File: src/rtl/stb_dcache_pkg.sv
// Shared types and geometry helpers for the write-through data cache write controller.
package stb_dcache_pkg;

  typedef enum logic [1:0] {
    ST_IDLE,
    ST_LOOKUP,
    ST_MEM_WR,
    ST_ACK
  } dcache_wr_state_e;

  function automatic int calc_idx_w(input int num_entries);
    return $clog2(num_entries);
  endfunction

  function automatic int calc_tag_w(input int addr_width, input int num_entries);
    return addr_width - $clog2(num_entries) - 2;
  endfunction

  localparam int DEF_ADDR_WIDTH  = 32;
  localparam int DEF_DATA_WIDTH  = 32;
  localparam int DEF_NUM_ENTRIES = 16;
  localparam int DEF_TAG_W       = calc_tag_w(DEF_ADDR_WIDTH, DEF_NUM_ENTRIES);

  // Entry layout for the default geometry.
  typedef struct packed {
    logic                      valid;
    logic [DEF_TAG_W-1:0]      tag;
    logic [DEF_DATA_WIDTH-1:0] data;
  } dcache_entry_t;

endpackage

File: src/rtl/stb_dcache_wr_ctrl_if.sv
// Bus bundle for the cache write controller: store-buffer side, memory side, LSU read port, flush.
interface stb_dcache_wr_ctrl_if #(
  parameter int ADDR_WIDTH     = 32,
  parameter int DATA_WIDTH     = 32,
  parameter int BYTE_SEL_WIDTH = 4
);
  logic [ADDR_WIDTH-1:0]     stb2dcache_addr;
  logic [DATA_WIDTH-1:0]     stb2dcache_wdata;
  logic [BYTE_SEL_WIDTH-1:0] stb2dcache_sel_byte;
  logic                      stb2dcache_w_en;
  logic                      stb2dcache_req;
  logic                      dmem_sel_i;
  logic                      dcache2stb_ack;

  logic [ADDR_WIDTH-1:0]     dcache2mem_addr;
  logic [DATA_WIDTH-1:0]     dcache2mem_wdata;
  logic [BYTE_SEL_WIDTH-1:0] dcache2mem_sel_byte;
  logic                      dcache2mem_req;
  logic                      dcache2mem_w_en;
  logic                      mem2dcache_ack;

  logic                      lsu2dcache_rd_req;
  logic [ADDR_WIDTH-1:0]     lsu2dcache_rd_addr;
  logic [DATA_WIDTH-1:0]     dcache2lsu_rdata;
  logic                      dcache2lsu_rd_hit;

  logic                      dcache_flush;

  modport master (
    output stb2dcache_addr, stb2dcache_wdata, stb2dcache_sel_byte, stb2dcache_w_en,
           stb2dcache_req, dmem_sel_i, mem2dcache_ack, lsu2dcache_rd_req,
           lsu2dcache_rd_addr, dcache_flush,
    input  dcache2stb_ack, dcache2mem_addr, dcache2mem_wdata, dcache2mem_sel_byte,
           dcache2mem_req, dcache2mem_w_en, dcache2lsu_rdata, dcache2lsu_rd_hit
  );

  modport slave (
    input  stb2dcache_addr, stb2dcache_wdata, stb2dcache_sel_byte, stb2dcache_w_en,
           stb2dcache_req, dmem_sel_i, mem2dcache_ack, lsu2dcache_rd_req,
           lsu2dcache_rd_addr, dcache_flush,
    output dcache2stb_ack, dcache2mem_addr, dcache2mem_wdata, dcache2mem_sel_byte,
           dcache2mem_req, dcache2mem_w_en, dcache2lsu_rdata, dcache2lsu_rd_hit
  );
endinterface

File: src/rtl/stb_dcache_wr_ctrl_byte_merge.sv
// Combinational byte-lane merge of a new word into an old word under byte enables.
module dcache_byte_merge #(
  parameter int DATA_WIDTH     = 32,
  parameter int BYTE_SEL_WIDTH = 4
) (
  input  logic [DATA_WIDTH-1:0]     old_word,
  input  logic [DATA_WIDTH-1:0]     new_word,
  input  logic [BYTE_SEL_WIDTH-1:0] sel_byte,
  output logic [DATA_WIDTH-1:0]     merged
);

  always_comb begin
    merged = old_word;
    for (int b = 0; b < BYTE_SEL_WIDTH; b++) begin
      if (sel_byte[b]) merged[b*8 +: 8] = new_word[b*8 +: 8];
    end
  end

endmodule

File: src/rtl/stb_dcache_wr_ctrl.sv
// Write-through, direct-mapped, word-granular data cache write controller with registered LSU read port.
// Optional macro DCACHE_WR_BYPASS_EN forwards the LOOKUP write to a same-cycle read of that entry.
module stb_dcache_wr_ctrl
  import stb_dcache_pkg::*;
#(
  parameter int ADDR_WIDTH     = 32,
  parameter int DATA_WIDTH     = 32,
  parameter int BYTE_SEL_WIDTH = 4,
  parameter int NUM_ENTRIES    = 16
) (
  input logic             clk,
  input logic             rst,
  stb_dcache_wr_ctrl_if.slave bus
);

  localparam int IDX_W = calc_idx_w(NUM_ENTRIES);
  localparam int TAG_W = calc_tag_w(ADDR_WIDTH, NUM_ENTRIES);

  dcache_wr_state_e state_q, state_d;
  logic             latch_en;
  logic             mem_req;
  logic             stb_ack;

  logic [ADDR_WIDTH-1:0]     lat_addr;
  logic [DATA_WIDTH-1:0]     lat_wdata;
  logic [BYTE_SEL_WIDTH-1:0] lat_sel;

  logic [NUM_ENTRIES-1:0] valid_q;
  logic [TAG_W-1:0]       tag_q  [NUM_ENTRIES];
  logic [DATA_WIDTH-1:0]  data_q [NUM_ENTRIES];

  logic [IDX_W-1:0]      lat_idx;
  logic [TAG_W-1:0]      lat_tag;
  logic                  wr_hit;
  logic                  arr_wr;
  logic [DATA_WIDTH-1:0] wr_word;

  logic [IDX_W-1:0]      rd_idx;
  logic [TAG_W-1:0]      rd_tag;
  logic                  rd_hit_c;
  logic [DATA_WIDTH-1:0] rd_word_c;
  logic                  rd_hit_p1;
  logic [DATA_WIDTH-1:0] rdata_p1;
  logic                  rd_addr_unused;

  assign lat_idx = lat_addr[IDX_W+1:2];
  assign lat_tag = lat_addr[ADDR_WIDTH-1:IDX_W+2];
  assign wr_hit  = valid_q[lat_idx] && (tag_q[lat_idx] == lat_tag);
  // Hits merge in place; only full-word misses allocate, partial misses go to memory only.
  assign arr_wr  = (state_q == ST_LOOKUP) && (wr_hit || (&lat_sel));

  dcache_byte_merge #(
    .DATA_WIDTH     (DATA_WIDTH),
    .BYTE_SEL_WIDTH (BYTE_SEL_WIDTH)
  ) u_merge (
    .old_word (data_q[lat_idx]),
    .new_word (lat_wdata),
    .sel_byte (lat_sel),
    .merged   (wr_word)
  );

  always_ff @(posedge clk) begin
    if (rst) state_q <= ST_IDLE;
    else     state_q <= state_d;
  end

  always_comb begin
    state_d  = state_q;
    latch_en = 1'b0;
    mem_req  = 1'b0;
    stb_ack  = 1'b0;
    case (state_q)
      ST_IDLE: begin
        if (bus.stb2dcache_req) begin
          if (bus.stb2dcache_w_en && bus.dmem_sel_i) begin
            latch_en = 1'b1;
            state_d  = ST_LOOKUP;
          end else begin
            state_d  = ST_ACK;
          end
        end
      end
      ST_LOOKUP: state_d = ST_MEM_WR;
      ST_MEM_WR: begin
        mem_req = 1'b1;
        if (bus.mem2dcache_ack) state_d = ST_ACK;
      end
      ST_ACK: begin
        stb_ack = 1'b1;
        state_d = ST_IDLE;
      end
      default: state_d = ST_IDLE;
    endcase
  end

  assign bus.dcache2stb_ack      = stb_ack;
  assign bus.dcache2mem_req      = mem_req;
  assign bus.dcache2mem_w_en     = mem_req;
  assign bus.dcache2mem_addr     = lat_addr;
  assign bus.dcache2mem_wdata    = lat_wdata;
  assign bus.dcache2mem_sel_byte = lat_sel;

  // Latched store fields double as the memory write fields, so they stay stable during MEM_WR.
  always_ff @(posedge clk) begin
    if (rst) begin
      lat_addr  <= '0;
      lat_wdata <= '0;
      lat_sel   <= '0;
    end else if (latch_en) begin
      lat_addr  <= bus.stb2dcache_addr;
      lat_wdata <= bus.stb2dcache_wdata;
      lat_sel   <= bus.stb2dcache_sel_byte;
    end
  end

  always_ff @(posedge clk) begin
    if (rst || bus.dcache_flush) valid_q <= '0;
    else if (arr_wr)             valid_q[lat_idx] <= 1'b1;
  end

  always_ff @(posedge clk) begin
    if (arr_wr) begin
      tag_q[lat_idx]  <= lat_tag;
      data_q[lat_idx] <= wr_word;
    end
  end

  assign rd_idx         = bus.lsu2dcache_rd_addr[IDX_W+1:2];
  assign rd_tag         = bus.lsu2dcache_rd_addr[ADDR_WIDTH-1:IDX_W+2];
  assign rd_addr_unused = ^bus.lsu2dcache_rd_addr[1:0];

`ifdef DCACHE_WR_BYPASS_EN
  logic rd_byp;
  // A flush in the same cycle suppresses forwarding, matching the fact that no valid bit gets set.
  assign rd_byp    = bus.lsu2dcache_rd_req && arr_wr && !bus.dcache_flush &&
                     (rd_idx == lat_idx) && (rd_tag == lat_tag);
  assign rd_hit_c  = rd_byp || (bus.lsu2dcache_rd_req && valid_q[rd_idx] && (tag_q[rd_idx] == rd_tag));
  assign rd_word_c = rd_byp ? wr_word : data_q[rd_idx];
`else
  assign rd_hit_c  = bus.lsu2dcache_rd_req && valid_q[rd_idx] && (tag_q[rd_idx] == rd_tag);
  assign rd_word_c = data_q[rd_idx];
`endif

  // Stage p1: registered read result; data holds while no read is requested.
  always_ff @(posedge clk) begin
    if (rst) begin
      rd_hit_p1 <= 1'b0;
      rdata_p1  <= '0;
    end else begin
      rd_hit_p1 <= rd_hit_c;
      if (bus.lsu2dcache_rd_req) rdata_p1 <= rd_word_c;
    end
  end

  assign bus.dcache2lsu_rd_hit = rd_hit_p1;
  assign bus.dcache2lsu_rdata  = rdata_p1;

endmodule

File: src/flat_wrapper.sv
// flat-port wrapper written by rule: the top's interface ports become plain ports
module stb_dcache_wr_ctrl_flat import stb_dcache_pkg::*;
#(
  parameter int ADDR_WIDTH     = 32,
  parameter int DATA_WIDTH     = 32,
  parameter int BYTE_SEL_WIDTH = 4,
  parameter int NUM_ENTRIES    = 16
)
  (clk, rst, bus_stb2dcache_addr, bus_stb2dcache_wdata, bus_stb2dcache_sel_byte, bus_stb2dcache_w_en, bus_stb2dcache_req, bus_dmem_sel_i, bus_mem2dcache_ack, bus_lsu2dcache_rd_req, bus_lsu2dcache_rd_addr, bus_dcache_flush, bus_dcache2stb_ack, bus_dcache2mem_addr, bus_dcache2mem_wdata, bus_dcache2mem_sel_byte, bus_dcache2mem_req, bus_dcache2mem_w_en, bus_dcache2lsu_rdata, bus_dcache2lsu_rd_hit);
  stb_dcache_wr_ctrl_if #(.ADDR_WIDTH(ADDR_WIDTH), .DATA_WIDTH(DATA_WIDTH), .BYTE_SEL_WIDTH(BYTE_SEL_WIDTH)) bus_i ();
  input logic clk;
  input logic rst;
  input wire logic [$bits(bus_i.stb2dcache_addr)-1:0] bus_stb2dcache_addr;
  input wire logic [$bits(bus_i.stb2dcache_wdata)-1:0] bus_stb2dcache_wdata;
  input wire logic [$bits(bus_i.stb2dcache_sel_byte)-1:0] bus_stb2dcache_sel_byte;
  input wire logic [$bits(bus_i.stb2dcache_w_en)-1:0] bus_stb2dcache_w_en;
  input wire logic [$bits(bus_i.stb2dcache_req)-1:0] bus_stb2dcache_req;
  input wire logic [$bits(bus_i.dmem_sel_i)-1:0] bus_dmem_sel_i;
  input wire logic [$bits(bus_i.mem2dcache_ack)-1:0] bus_mem2dcache_ack;
  input wire logic [$bits(bus_i.lsu2dcache_rd_req)-1:0] bus_lsu2dcache_rd_req;
  input wire logic [$bits(bus_i.lsu2dcache_rd_addr)-1:0] bus_lsu2dcache_rd_addr;
  input wire logic [$bits(bus_i.dcache_flush)-1:0] bus_dcache_flush;
  output wire logic [$bits(bus_i.dcache2stb_ack)-1:0] bus_dcache2stb_ack;
  output wire logic [$bits(bus_i.dcache2mem_addr)-1:0] bus_dcache2mem_addr;
  output wire logic [$bits(bus_i.dcache2mem_wdata)-1:0] bus_dcache2mem_wdata;
  output wire logic [$bits(bus_i.dcache2mem_sel_byte)-1:0] bus_dcache2mem_sel_byte;
  output wire logic [$bits(bus_i.dcache2mem_req)-1:0] bus_dcache2mem_req;
  output wire logic [$bits(bus_i.dcache2mem_w_en)-1:0] bus_dcache2mem_w_en;
  output wire logic [$bits(bus_i.dcache2lsu_rdata)-1:0] bus_dcache2lsu_rdata;
  output wire logic [$bits(bus_i.dcache2lsu_rd_hit)-1:0] bus_dcache2lsu_rd_hit;
  assign bus_i.stb2dcache_addr = bus_stb2dcache_addr;
  assign bus_i.stb2dcache_wdata = bus_stb2dcache_wdata;
  assign bus_i.stb2dcache_sel_byte = bus_stb2dcache_sel_byte;
  assign bus_i.stb2dcache_w_en = bus_stb2dcache_w_en;
  assign bus_i.stb2dcache_req = bus_stb2dcache_req;
  assign bus_i.dmem_sel_i = bus_dmem_sel_i;
  assign bus_i.mem2dcache_ack = bus_mem2dcache_ack;
  assign bus_i.lsu2dcache_rd_req = bus_lsu2dcache_rd_req;
  assign bus_i.lsu2dcache_rd_addr = bus_lsu2dcache_rd_addr;
  assign bus_i.dcache_flush = bus_dcache_flush;
  assign bus_dcache2stb_ack = bus_i.dcache2stb_ack;
  assign bus_dcache2mem_addr = bus_i.dcache2mem_addr;
  assign bus_dcache2mem_wdata = bus_i.dcache2mem_wdata;
  assign bus_dcache2mem_sel_byte = bus_i.dcache2mem_sel_byte;
  assign bus_dcache2mem_req = bus_i.dcache2mem_req;
  assign bus_dcache2mem_w_en = bus_i.dcache2mem_w_en;
  assign bus_dcache2lsu_rdata = bus_i.dcache2lsu_rdata;
  assign bus_dcache2lsu_rd_hit = bus_i.dcache2lsu_rd_hit;
  stb_dcache_wr_ctrl #(.ADDR_WIDTH(ADDR_WIDTH), .DATA_WIDTH(DATA_WIDTH), .BYTE_SEL_WIDTH(BYTE_SEL_WIDTH), .NUM_ENTRIES(NUM_ENTRIES)) u_core (.clk(clk), .rst(rst), .bus(bus_i));
endmodule
File: config.mk
export PLATFORM = sky130hd
export DESIGN_NAME = stb_dcache_wr_ctrl_flat
export DESIGN_NICKNAME = d
export VERILOG_FILES = /design/src/rtl/stb_dcache_pkg.sv /design/src/rtl/stb_dcache_wr_ctrl_if.sv /design/src/rtl/stb_dcache_wr_ctrl_byte_merge.sv /design/src/rtl/stb_dcache_wr_ctrl.sv /design/src/flat_wrapper.sv
export SDC_FILE = /design/constraint.sdc
export NUM_CORES = 1
export LEC_CHECK = 0
export ABC_AREA = 0
export CAP_MARGIN = 20
export CELL_PAD_IN_SITES_DETAIL_PLACEMENT = 1
export CELL_PAD_IN_SITES_GLOBAL_PLACEMENT = 2
export CORE_AREA = 5 5 319 321
export DETAILED_ROUTE_END_ITERATION = 10
export DIE_AREA = 0 0 324 326
export GPL_TIMING_DRIVEN = 0
export PLACE_DENSITY = 0.85
export SYNTH_ARGS = -nofsm -noshare
export SYNTH_HDL_FRONTEND = slang
export SYNTH_SLANG_ARGS = --single-unit
File: constraint.sdc
create_clock -name clk -period 7.5 [get_ports clk]
set_input_delay 1.5 -clock clk [delete_from_list [all_inputs] [get_ports clk]]
set_output_delay 1.5 -clock clk [all_outputs]
set_load 0.02 [all_outputs]
==> results of run 1 <==
power by group through the flow:
stage / clock, W / combinational [W] / sequential, W
after global routing: 0.00572 / 0.00113 / 0.00656
after CTS: 0.00542 / 0.00108 / 0.00655
after global placement: 0 / 0.00103 / 0.00666
final: 0.00537 / 0.00109 / 0.00655
after detailed placement: 0 / 0.00107 / 0.00668
after floorplan: 0 / 0.000572 / 0.00665
sequential cells by signal, summed over array words and instances, names as in the netlist, named ones only:
| signal | flops |
|---|---|
| u_core.bus.dcache2lsu_rdata | 32 |
| u_core.bus.dcache2mem_addr | 32 |
| u_core.bus.dcache2mem_wdata | 32 |
| u_core.bus.dcache2mem_sel_byte | 4 |
| u_core.valid_q | 16 |
| u_core.tag_q | 416 |
| u_core.state_q | 2 |
| u_core.data_q | 512 |
| u_core.bus.dcache2lsu_rd_hit | 1 |
kinds of logic (layout without fill, tap and decap cells):
logic type,count (synthesis),after routing
simple gates,399,399
fa+ha+maj,5,5
buf+inv,154,618
compound gates,143,143
mux,486,486
flops,1051,1051
xor+xnor,51,51
stage by stage:
stage / utilization / instance area, um^2 / power (W)
6_report: 0.528 / 52200 / 0.0130
5_1_grt: 0.528 / 52200 / 0.0134
4_1_cts: 0.526 / 52100 / 0.0131
3_5_place_dp: 0.491 / 48600 / 0.00775
3_3_place_gp: 0.481 / 47700 / 0.00769
2_1_floorplan: - / 44000 / 0.00722
Yosys cell counts (all sizes together) (3+ instances only):
cell / count / area, um^2
inv: 6 / 22.5
and2: 4 / 25.0
nor3: 10 / 50.1
clkbuf: 78 / 293
mux4: 397 / 8940
nor4: 11 / 75.1
nor2: 117 / 439
o21ai: 18 / 90.1
nand3: 17 / 85.1
dfxtp: 123 / 2460
buf: 70 / 400
edfxtp: 928 / 27900
ha: 5 / 62.6
a21oi: 83 / 415
mux2: 5 / 56.3
nor3b: 3 / 22.5
nand3b: 3 / 22.5
nand2b: 11 / 68.8
mux2i: 84 / 841
nand2: 190 / 713
xor2: 16 / 140
a22oi: 6 / 45.0
nor2b: 9 / 56.3
xnor2: 35 / 307
nand4: 11 / 68.8
and3: 4 / 25.0
o22ai: 5 / 31.3
layout make-up:
cell class              instances  area [um^2]  area share
clock inverters                61          607      0.0116
well taps                    1298         1620      0.0311
flip-flops and latches       1051        30300       0.581
repair buffers                260         2960      0.0566
plain buffers                 148          694      0.0133
multi-input cells            1084        13100       0.250
inverters                       6         22.5    0.000431
clock buffers                 143         2920      0.0560
worst max-delay path, cell delays in order, from the launching register on:
cell and delay (ns):
sky130_fd_sc_hd__dfxtp_1 0.55, sky130_fd_sc_hd__buf_4 0.33, sky130_fd_sc_hd__buf_4 0.35, sky130_fd_sc_hd__buf_4 0.27, sky130_fd_sc_hd__buf_2 0.36, sky130_fd_sc_hd__mux4_2 0.37
sky130_fd_sc_hd__mux2i_1 0.29, sky130_fd_sc_hd__nand2_1 0.11, sky130_fd_sc_hd__o31ai_1 0.95, sky130_fd_sc_hd__nand3_1 0.20, sky130_fd_sc_hd__nor4_1 0.30, sky130_fd_sc_hd__a21oi_1 0.25
sky130_fd_sc_hd__buf_2 0.34, sky130_fd_sc_hd__nor3b_2 0.79, sky130_fd_sc_hd__buf_8 0.25, sky130_fd_sc_hd__buf_6 0.17, sky130_fd_sc_hd__buf_6 0.19
worst paths after layout:
check	start	to	slack, ns
setup / recovery	flip-flop	u_core.tag_q[2][13]$_DFFE_PP_	1.09
hold / removal	u_core.bus.dcache2mem_addr[0]$_SDFFE_PP0P_	u_core.bus.dcache2mem_addr[0]$_SDFFE_PP0P_	0.50
setup reg to reg	flip-flop	u_core.tag_q[2][13]$_DFFE_PP_	1.09
hold reg to reg	u_core.bus.dcache2mem_addr[0]$_SDFFE_PP0P_	u_core.bus.dcache2mem_addr[0]$_SDFFE_PP0P_	0.50
routing by layer:
| metal | vias to the layer above | track usage |
|---|---|---|
| met1 | 13700 | 0.349 |
| met2 | 1637 | 0.427 |
| li1 | 10100 | - |
| met5 | - | 0 |
| met3 | 318 | 0.0541 |
| met4 | 0 | 0.114 |
==> Flow_metrics.wiki, run 1 <==
{| class="wikitable"
! Metric !! Value
|-
| Most used flip-flop cell after synthesis || sky130_fd_sc_hd__edfxtp_1
|-
| Clock buffer count from CTS || 108
|-
| First-pass GRT wire length || 199000 um
|-
| TritonCTS clock tree || built
|-
| Fraction of power consumed by sequential logic || 0.503
|-
| Nature of the critical path endpoint || flip-flop
|-
| Worst skew pair latency || 0.71 ns
|-
| Switching power || 0.00306 W
|-
| Number of synthesis warnings || 0
|-
| P per Cell Area || 249 mW/mm^2
|-
| WHS || roughly 0.50 ns
|-
| Req. time, crit path || 7.89 ns
|-
| Unique cell type count in the Yosys netlist || 60
|-
| Number of input and output port buffers inserted || 205
|-
| Maximum clock frequency || 156 MHz
|-
| Max H-tree Level || 3
|-
| DRC violations left || 0
|-
| Clk pwr share || 0.413
|-
| Detailed placement HPWL || 97900 um
|-
| Global router's overall resource usage || 0.264
|-
| Flops & latches, synth || 1051
|-
| Cell area after technology mapping || 0.0440 mm^2
|-
| Parity-gate share of the synthesized area counting xor and xnor cells || 0.0102
|-
| First DRT Iteration DRCs || ~3.4k
|-
| Antenna violations before repair || 0
|-
| Most frequent cells in the layout || sky130_fd_sc_hd__edfxtp_1, sky130_fd_sc_hd__mux4_2, sky130_fd_sc_hd__clkdlybuf4s50_1, sky130_fd_sc_hd__nand2_1, sky130_fd_sc_hd__dfxtp_1
|-
| Post-Place Worst Slack || about 1.3 ns
|-
| Via total after detailed routing || around 26k
|-
| Final critical-path share of the clock period || 0.855
|-
| Largest fanout on the critical path || 10
|-
| Post-CTS setup-driven buffer insertion count || 0
|-
| Fraction of the mapped netlist area in compound gates || 0.0197
|-
| Die Outline Area || between 0.1 and 0.15 mm^2
|-
| Post-synth EDFFs || roughly 930
|-
| Synthesis-to-layout area growth || 18.7%
|-
| Period minus WS final || roughly 6.4 ns
|-
| Ys async rst share || 0
|-
| Post-DR wirelength/cell || 34.5 um
|-
| Gr ovfl total || 0
|-
| Pins over their slew limit || 0
|-
| P_leak || 16.5 nW
|-
| Number of inserted filler cells in the final layout || 8973
|-
| Number of global-route vias before repair || 27.2k
|-
| Cell depth of the worst min-delay path || 2
|-
| Number of maximum-capacitance violations || 0
|-
| Normalized max-slew margin || 0.212
|-
| Pin slew with the least headroom to its limit || 1.18 ns
|-
| Setup TNS || 0 ns
|-
| Metal-1 WL || 52200 um
|-
| Mean area per synthesized cell || 19.2 um^2
|-
| Cell Int Power || 0.00995 W
|-
| Antenna violation net count after detailed routing || 0
|-
| Total length of routed wires || around 140000 um
|-
| Arrival time of the worst setup path || 6.80 ns
|-
| Total length of routed met2 wires || 68600 um
|-
| Maximum buffer depth of the clock tree || 3
|-
| Status || finished, final reports clean
|-
| Initial core utilization || 0.444
|-
| Number of top-level design ports || 212
|-
| 1st-pass router iterations || 5
|-
| Clock-pin slew on the worst setup and hold paths || around 0.06 ns
|-
| Kind of path behind the tightest hold check || flip-flop to flip-flop
|-
| Average vias per placed instance || about 6.4
|-
| Number of failing setup endpoints in the final timing report || 0
|-
| Proportion of power drawn by combinational gates || 0.084
|-
| Setup repair after global routing missed its margin || no
|-
| Net switching fraction of the power || 0.235
|-
| Post-synthesis simple-gate area fraction || 0.0392
|-
| Clock Tree Root || sky130_fd_sc_hd__clkbuf_16
|-
| Sum of met3 wire segment lengths after detailed routing || about 13000 um
|-
| Mux share of post-synthesis cell area || 0.224
|-
| Die height || between 300 and 400 um
|-
| Kind of launch point of the worst setup path || flip-flop
|-
| Maximum number of pins on one net before global-route repair || 24
|-
| Quantity of hold-fixing buffers added after cts || 0
|-
| Standard-cell row count || 116
|-
| Routability congestion estimate || 0.885
|-
| Ratio of cells with drive above 1 in the final layout || 0.247
|-
| Largest family of logic cells by synthesized area || multiplexers
|-
| Clock tree skew after final layout || around 0.034 ns
|-
| Category of the most critical setup path || flip-flop to flip-flop
|-
| Topmost layer with routed signal wires || met4
|-
| Crit path setup slack, layout || 1.09 ns
|-
| Antenna fix cells || 0
|-
| Total number of nets in the final design || ~2.8k
|-
| Number of failing hold endpoints at the final stage || 0
|-
| Number of cells on the worst reg-to-reg path || 16
|-
| Die X-Extent || 324 um
|-
| Final non-filler cell total || 4051
|-
| Placed instance count || 3837
|-
| Fraction of the yosys area taken by sequential cells || 0.690
|-
| Area of the core || 0.0990 mm^2
|-
| Area share of fa/ha/maj cells after synthesis || 0.00142
|-
| Number of sinks on the clock net || 1051
|-
| Worst vdd rail ir drop || roughly 0.00018 V
|-
| Net count after synthesis || 2402
|-
| Most frequent standard cell in the layout excluding fill and tap cells || sky130_fd_sc_hd__edfxtp_1
|-
| Synth Instances || 2289
|-
| Cells resized by post-CTS repair || 0
|}
(Power assumes the default switching activity.)
==> run 2: changes to the inputs <==
- CTS_BUF_LIST: unset -> sky130_fd_sc_hd__clkbuf_8 sky130_fd_sc_hd__clkbuf_16
- RECOVER_POWER: unset -> 25
==> run 2 against run 1 <==
Maximum frequency fell by 0.25%. Clock-buffer cell count fell by 26. Routed wire length barely moved. Power fell by 0.23%. Die area did not move. Combinational power barely moved.
==> Flow_metrics.wiki, run 2 (same netlist as run 1, synthesis figures left out) <==
{| class="wikitable"
! Metric !! Value
|-
| Standard-cell row count || 116 (unchanged)
|-
| Maximum number of pins on one net before global-route repair || 24 (unchanged)
|-
| First DRT Iteration DRCs || 3314 (was 3373)
|-
| Final critical-path share of the clock period || 0.857 (was 0.855)
|-
| Cells resized by post-CTS repair || 0 (unchanged)
|-
| Most frequent cells in the layout || sky130_fd_sc_hd__edfxtp_1, sky130_fd_sc_hd__mux4_2, sky130_fd_sc_hd__clkdlybuf4s50_1, sky130_fd_sc_hd__nand2_1, sky130_fd_sc_hd__dfxtp_1 (unchanged)
|-
| Average vias per placed instance || 6.37 (was 6.35)
|-
| Post-DR wirelength/cell || 34.6 um (was 34.5 um)
|-
| Worst vdd rail ir drop || 0.000178 V (about the same)
|-
| Via total after detailed routing || 25.8k (was 25.7k)
|-
| Category of the most critical setup path || flip-flop to flip-flop (unchanged)
|-
| Antenna violation net count after detailed routing || 0 (unchanged)
|-
| Gr ovfl total || 0 (unchanged)
|-
| Normalized max-slew margin || 0.187 (was 0.212)
|-
| Req. time, crit path || 7.89 ns (about the same)
|-
| Number of sinks on the clock net || 1051 (unchanged)
|-
| Worst skew pair latency || 0.72 ns (was 0.71 ns)
|-
| Kind of launch point of the worst setup path || flip-flop (unchanged)
|-
| 1st-pass router iterations || 5 (unchanged)
|-
| Area of the core || 0.0990 mm^2 (unchanged)
|-
| Final non-filler cell total || 4051 (unchanged)
|-
| Area of combinational cells with multiple inputs || 0.0131 mm^2 (unchanged)
|-
| Number of inserted filler cells in the final layout || 8973 (unchanged)
|-
| DRC violations left || 0 (unchanged)
|-
| Crit path setup slack, layout || 1.07 ns (was 1.09 ns)
|-
| Die height || 326 um (unchanged)
|-
| Post-placement cell area || 0.0486 mm^2 (unchanged)
|-
| Status || finished, final reports clean (unchanged)
|-
| P per Cell Area || 249 mW/mm^2 (about the same)
|-
| Clock tree skew after final layout || 0.0366 ns (was 0.0344 ns)
|-
| Clock Tree Root || sky130_fd_sc_hd__clkbuf_16 (unchanged)
|-
| Registers with the most flip-flops || u_core.data_q (512), u_core.tag_q (416) (unchanged)
|-
| Arrival time of the worst setup path || 6.82 ns (was 6.80 ns)
|-
| Nature of the critical path endpoint || flip-flop (unchanged)
|-
| Global router's overall resource usage || 0.264 (about the same)
|-
| Storage element area || 0.0303 mm^2 (unchanged)
|-
| Die X-Extent || 324 um (unchanged)
|-
| Period minus WS final || 6.43 ns (was 6.41 ns)
|-
| Die Outline Area || 0.106 mm^2 (unchanged)
|-
| WHS || 0.492 ns (was 0.498 ns)
|-
| Post-CTS setup-driven buffer insertion count || 0 (unchanged)
|-
| Number of input and output port buffers inserted || 205 (unchanged)
|-
| Most frequent standard cell in the layout excluding fill and tap cells || sky130_fd_sc_hd__edfxtp_1 (unchanged)
|-
| Pin slew with the least headroom to its limit || 1.21 ns (was 1.18 ns)
|-
| Largest fanout on the critical path || 10 (unchanged)
|-
| Antenna violations before repair || 0 (unchanged)
|-
| Design area || 0.0522 mm^2 (unchanged)
|-
| Max H-tree Level || 3 (unchanged)
|-
| Number of top-level design ports || 212 (unchanged)
|-
| Maximum clock frequency || 156 MHz (about the same)
|-
| Number of maximum-capacitance violations || 0 (unchanged)
|-
| Number of global-route vias before repair || 27.2k (about the same)
|-
| Number of failing hold endpoints at the final stage || 0 (unchanged)
|-
| Maximum buffer depth of the clock tree || 3 (unchanged)
|-
| Kind of path behind the tightest hold check || flip-flop to flip-flop (unchanged)
|-
| Pins over their slew limit || 0 (unchanged)
|-
| Register with the highest flop count || u_core.data_q (unchanged)
|-
| Initial core utilization || 0.444 (unchanged)
|-
| TritonCTS clock tree || built (unchanged)
|-
| Routability congestion estimate || 0.885 (unchanged)
|-
| Total number of nets in the final design || 2772 (unchanged)
|-
| Detailed placement HPWL || 97900 um (unchanged)
|-
| Placed instance count || 3837 (unchanged)
|-
| Setup repair after global routing missed its margin || no (unchanged)
|-
| Post-Place Worst Slack || 1.29 ns (unchanged)
|-
| Clock buffer count from CTS || 108 (unchanged)
|-
| Clock-pin slew on the worst setup and hold paths || 0.06 ns (about the same)
|-
| Ratio of cells with drive above 1 in the final layout || 0.247 (unchanged)
|-
| Antenna fix cells || 0 (unchanged)
|-
| Number of failing setup endpoints in the final timing report || 0 (unchanged)
|-
| Synthesis-to-layout area growth || 18.7% (unchanged)
|-
| P_leak || 16.6 nW (was 16.5 nW)
|-
| Quantity of hold-fixing buffers added after cts || 0 (unchanged)
|-
| First-pass GRT wire length || 199000 um (about the same)
|-
| Total length of routed wires || 140000 um (about the same)
|-
| Max FFs per register || 512 (unchanged)
|}
-- run 2: cell type report --
class,instances,area share
timing repair buffer,260,0.0566
buffer,148,0.0133
inverter,6,0.000431
sequential,1051,0.581
tap,1298,0.0311
clock buffer,117,0.0541
multi-input combinational,1084,0.250
clock inverter,87,0.0135
-- run 2: report_power, final --
part	switching, W	total, W	internal (W)
Combinational	0.000613	0.00109	0.000477
Sequential	0.000137	0.00655	0.00641
Clock	0.00231	0.00534	0.00303
Total	0.00306	0.0130	0.00992
-- run 2: layer usage --
metal  part of all wire  vias up  routed length [um]  global-route usage
li1                   -    10100                   -                   -
met1               0.37    13700               52100               0.349
met2               0.49     1657               68400               0.427
met3              0.093      348               13000              0.0541
met4              0.047        0                6590               0.114
met5                  0        -                   0                   0
-- run 2: worst max-delay path, stage by stage, from the launching register on --
cell and delay (ns):
sky130_fd_sc_hd__dfxtp_1 0.55, sky130_fd_sc_hd__buf_4 0.33, sky130_fd_sc_hd__buf_4 0.35, sky130_fd_sc_hd__buf_4 0.27, sky130_fd_sc_hd__buf_2 0.36, sky130_fd_sc_hd__mux4_2 0.37
sky130_fd_sc_hd__mux2i_1 0.29, sky130_fd_sc_hd__nand2_1 0.11, sky130_fd_sc_hd__o31ai_1 0.99, sky130_fd_sc_hd__nand3_1 0.20, sky130_fd_sc_hd__nor4_1 0.30, sky130_fd_sc_hd__a21oi_1 0.25
sky130_fd_sc_hd__buf_2 0.34, sky130_fd_sc_hd__nor3b_2 0.77, sky130_fd_sc_hd__buf_8 0.25, sky130_fd_sc_hd__buf_6 0.17, sky130_fd_sc_hd__buf_6 0.19
-- run 2: metrics by stage --
stage / setup TNS [ns] / power (W) / utilization
after CTS: 0 / 0.0130 / 0.526
after global placement: -501.28 / 0.00769 / 0.481
after detailed placement: 0 / 0.00775 / 0.491
after floorplan: 0 / 0.00722 / -
final: 0 / 0.0130 / 0.528
after global routing: 0 / 0.0134 / 0.528
-- run 2: final timing paths --
kind / from / endpoint / slack [ns] / depth (start not counted)
setup reg to reg: flip-flop / u_core.tag_q[2][13]$_DFFE_PP_ / 1.07 / 16
setup / recovery: flip-flop / u_core.tag_q[2][13]$_DFFE_PP_ / 1.07 / 16
hold / removal: u_core.valid_q[2]$_SDFFE_PP0P_ / u_core.valid_q[2]$_SDFFE_PP0P_ / 0.49 / 2
hold reg to reg: u_core.valid_q[2]$_SDFFE_PP0P_ / u_core.valid_q[2]$_SDFFE_PP0P_ / 0.49 / 2
==> run 3: changes to the inputs <==
- MAX_ROUTING_LAYER: unset -> met4
==> run 3 against run 2 <==
Final cell count stayed put. Final area stayed put. Register-to-register slack worse by 0.02 ns. Clock power hardly changed. Global-route usage is 0.78 points higher. Via count is 0.19% higher. Critical path depth stayed put. Maximum frequency is 0.25% lower. Clock-buffer cell count stayed put. Clock skew is 0.0023 ns lower. Non-clock buffer count stayed put. Largest cell class unchanged. Largest power group unchanged.
==> Flow_metrics.wiki, run 3 (same netlist as run 1, synthesis figures left out) <==
{| class="wikitable"
! Metric !! Value
|-
| Max FFs per register || 512 (unchanged)
|-
| Cell Int Power || 0.00992 W (about the same)
|-
| Ratio of cells with drive above 1 in the final layout || 0.247 (unchanged)
|-
| Arrival time of the worst setup path || 6.84 ns (was 6.82 ns)
|-
| Number of sinks on the clock net || 1051 (unchanged)
|-
| Detailed placement HPWL || 97900 um (unchanged)
|-
| Critical path's slowest cell || sky130_fd_sc_hd__o31ai_1 (unchanged)
|-
| Worst skew pair latency || 0.72 ns (about the same)
|-
| Clock tree skew after final layout || 0.0343 ns (was 0.0366 ns)
|-
| Period minus WS final || 6.45 ns (was 6.43 ns)
|-
| Final Core Density || 0.528 (unchanged)
|-
| Req. time, crit path || 7.89 ns (about the same)
|-
| Register with the highest flop count || u_core.data_q (unchanged)
|-
| Clk pwr share || 0.412 (was 0.411)
|-
| Worst vdd rail ir drop || 0.000177 V (was 0.000178 V)
|-
| Gr ovfl total || 0 (unchanged)
|-
| Normalized max-slew margin || 0.195 (was 0.187)
|-
| Total number of nets in the final design || 2772 (unchanged)
|-
| P_leak || 16.6 nW (unchanged)
|-
| Post-DR wirelength/cell || 34.6 um (about the same)
|-
| Die height || 326 um (unchanged)
|-
| Most frequent standard cell in the layout excluding fill and tap cells || sky130_fd_sc_hd__edfxtp_1 (unchanged)
|-
| Area of the core || 0.0990 mm^2 (unchanged)
|-
| Design area || 0.0522 mm^2 (unchanged)
|-
| Number of failing hold endpoints at the final stage || 0 (unchanged)
|-
| Max H-tree Level || 3 (unchanged)
|-
| Final critical-path share of the clock period || 0.859 (was 0.857)
|-
| Storage element area || 0.0303 mm^2 (unchanged)
|-
| TritonCTS clock tree || built (unchanged)
|-
| Proportion of power drawn by combinational gates || 0.084 (about the same)
|-
| Setup repair after global routing missed its margin || no (unchanged)
|-
| Number of maximum-capacitance violations || 0 (unchanged)
|-
| Clock Tree Root || sky130_fd_sc_hd__clkbuf_16 (unchanged)
|-
| Nature of the critical path endpoint || flip-flop (unchanged)
|-
| Die Outline Area || 0.106 mm^2 (unchanged)
|-
| Ordered cell list for the critical path || buf_4 > buf_4 > buf_4 > buf_2 > mux4_2 > mux2i_1 > nand2_1 > o31ai_1 > nand3_1 > nor4_1 > a21oi_1 > buf_2 > nor3b_2 > buf_8 > buf_6 > buf_6 (unchanged)
|-
| P per Cell Area || 249 mW/mm^2 (about the same)
|-
| Maximum buffer depth of the clock tree || 3 (unchanged)
|-
| Crit-path max cell delay || 0.96 ns (was 0.99 ns)
|-
| Quantity of hold-fixing buffers added after cts || 0 (unchanged)
|-
| Setup TNS || 0 ns (unchanged)
|-
| Average vias per placed instance || 6.38 (was 6.37)
|-
| First-pass GRT wire length || 199000 um (about the same)
|-
| Routability congestion estimate || 0.900 (was 0.885)
|-
| Total length of routed wires || 140000 um (about the same)
|-
| Number of top-level design ports || 212 (unchanged)
|-
| Antenna violations before repair || 0 (unchanged)
|-
| Maximum number of pins on one net before global-route repair || 24 (unchanged)
|-
| Standard-cell row count || 116 (unchanged)
|-
| Global router's overall resource usage || 0.271 (was 0.264)
|-
| Min-Delay Startpoint || u_core.valid_q[2]$_SDFFE_PP0P_ (unchanged)
|-
| Critical path's most frequent cell || sky130_fd_sc_hd__buf_4 (unchanged)
|-
| Switching power || 0.00308 W (was 0.00306 W)
|-
| Maximum clock frequency || 155 MHz (was 156 MHz)
|-
| Kind of launch point of the worst setup path || flip-flop (unchanged)
|-
| Largest fanout on the critical path || 10 (unchanged)
|-
| Post-CTS setup-driven buffer insertion count || 0 (unchanged)
|-
| Net switching fraction of the power || 0.237 (was 0.236)
|-
| First DRT Iteration DRCs || 3326 (was 3314)
|-
| Die X-Extent || 324 um (unchanged)
|-
| Cells resized by post-CTS repair || 0 (unchanged)
|-
| DRC violations left || 0 (unchanged)
|-
| Clock buffer count from CTS || 108 (unchanged)
|-
| Number of failing setup endpoints in the final timing report || 0 (unchanged)
|-
| WHS || 0.495 ns (was 0.492 ns)
|-
| Pin slew with the least headroom to its limit || 1.21 ns (about the same)
|-
| Status || finished, final reports clean (unchanged)
|-
| Synthesis-to-layout area growth || 18.7% (unchanged)
|-
| Kind of path behind the tightest hold check || flip-flop to flip-flop (unchanged)
|-
| Number of global-route vias before repair || 27.1k (was 27.2k)
|-
| Area of combinational cells with multiple inputs || 0.0131 mm^2 (unchanged)
|-
| Clock-pin slew on the worst setup and hold paths || 0.06 ns (about the same)
|-
| Registers with the most flip-flops || u_core.data_q (512), u_core.tag_q (416) (unchanged)
|-
| Most frequent cells in the layout || sky130_fd_sc_hd__edfxtp_1, sky130_fd_sc_hd__mux4_2, sky130_fd_sc_hd__clkdlybuf4s50_1, sky130_fd_sc_hd__nand2_1, sky130_fd_sc_hd__dfxtp_1 (unchanged)
|-
| Number of input and output port buffers inserted || 205 (unchanged)
|-
| Initial core utilization || 0.444 (unchanged)
|-
| Number of inserted filler cells in the final layout || 8973 (unchanged)
|-
| Fraction of power consumed by sequential logic || 0.504 (was 0.505)
|-
| 1st-pass router iterations || 5 (unchanged)
|-
| Via total after detailed routing || 25.9k (was 25.8k)
|-
| Pins over their slew limit || 0 (unchanged)
|-
| Antenna violation net count after detailed routing || 0 (unchanged)
|-
| Antenna fix cells || 0 (unchanged)
|-
| Post-placement cell area || 0.0486 mm^2 (unchanged)
|-
| Category of the most critical setup path || flip-flop to flip-flop (unchanged)
|}
-- run 3: cell counts in the layout (fill, tap and decap cells not counted) --
No cell type changed its count.
-- run 3: layout make-up --
| class | instances | share of cell area |
|---|---|---|
| clock buffers | 117 | 0.0541 |
| flip-flops and latches | 1051 | 0.581 |
| plain buffers | 148 | 0.0133 |
| well taps | 1298 | 0.0311 |
| multi-input cells | 1084 | 0.250 |
| clock inverters | 87 | 0.0135 |
| inverters | 6 | 0.000431 |
| repair buffers | 260 | 0.0566 |
-- run 3: worst max-delay path: cells and delay by family, from the launching register on --
kind / cells / cell delay, ns
compound gates: 2 / 1.21
mux: 2 / 0.66
flops: 1 / 0.55
buf+inv: 8 / 2.26
simple gates: 4 / 1.41
-- run 3: per-stage QoR --
stage                     cells  total power [W]  setup slack [ns]
final                      4051           0.0130              1.05
after global routing       4051           0.0134              1.15
after CTS                  4041           0.0130              1.30
after detailed placement   3837          0.00775              1.29
after global placement     3792          0.00769             -2.88
after floorplan            2289          0.00722              2.20
-- run 3: routing by layer --
metal,vias to the layer above,routed length [um],GRT usage
met2,1652,68500,0.428
met3,348,12300,0.0519
met1,13700,52700,0.350
li1,10100,-,-
met5,-,0,-
met4,0,6530,0.112
-- run 3: power groups by stage --
stage          registers, W  clock network [W]  logic, W
5_1_grt             0.00656            0.00568   0.00113
2_1_floorplan       0.00665                  0  0.000572
4_1_cts             0.00655            0.00539   0.00108
3_3_place_gp        0.00666                  0   0.00103
3_5_place_dp        0.00668                  0   0.00107
6_report            0.00655            0.00535   0.00109
-- run 3: worst paths after layout --
kind	slack, ns	to	cells past startpoint
max	1.05	u_core.tag_q[2][13]$_DFFE_PP_	16
min	0.49	u_core.valid_q[2]$_SDFFE_PP0P_	2
max reg2reg	1.05	u_core.tag_q[2][13]$_DFFE_PP_	16
min reg2reg	0.49	u_core.valid_q[2]$_SDFFE_PP0P_	2
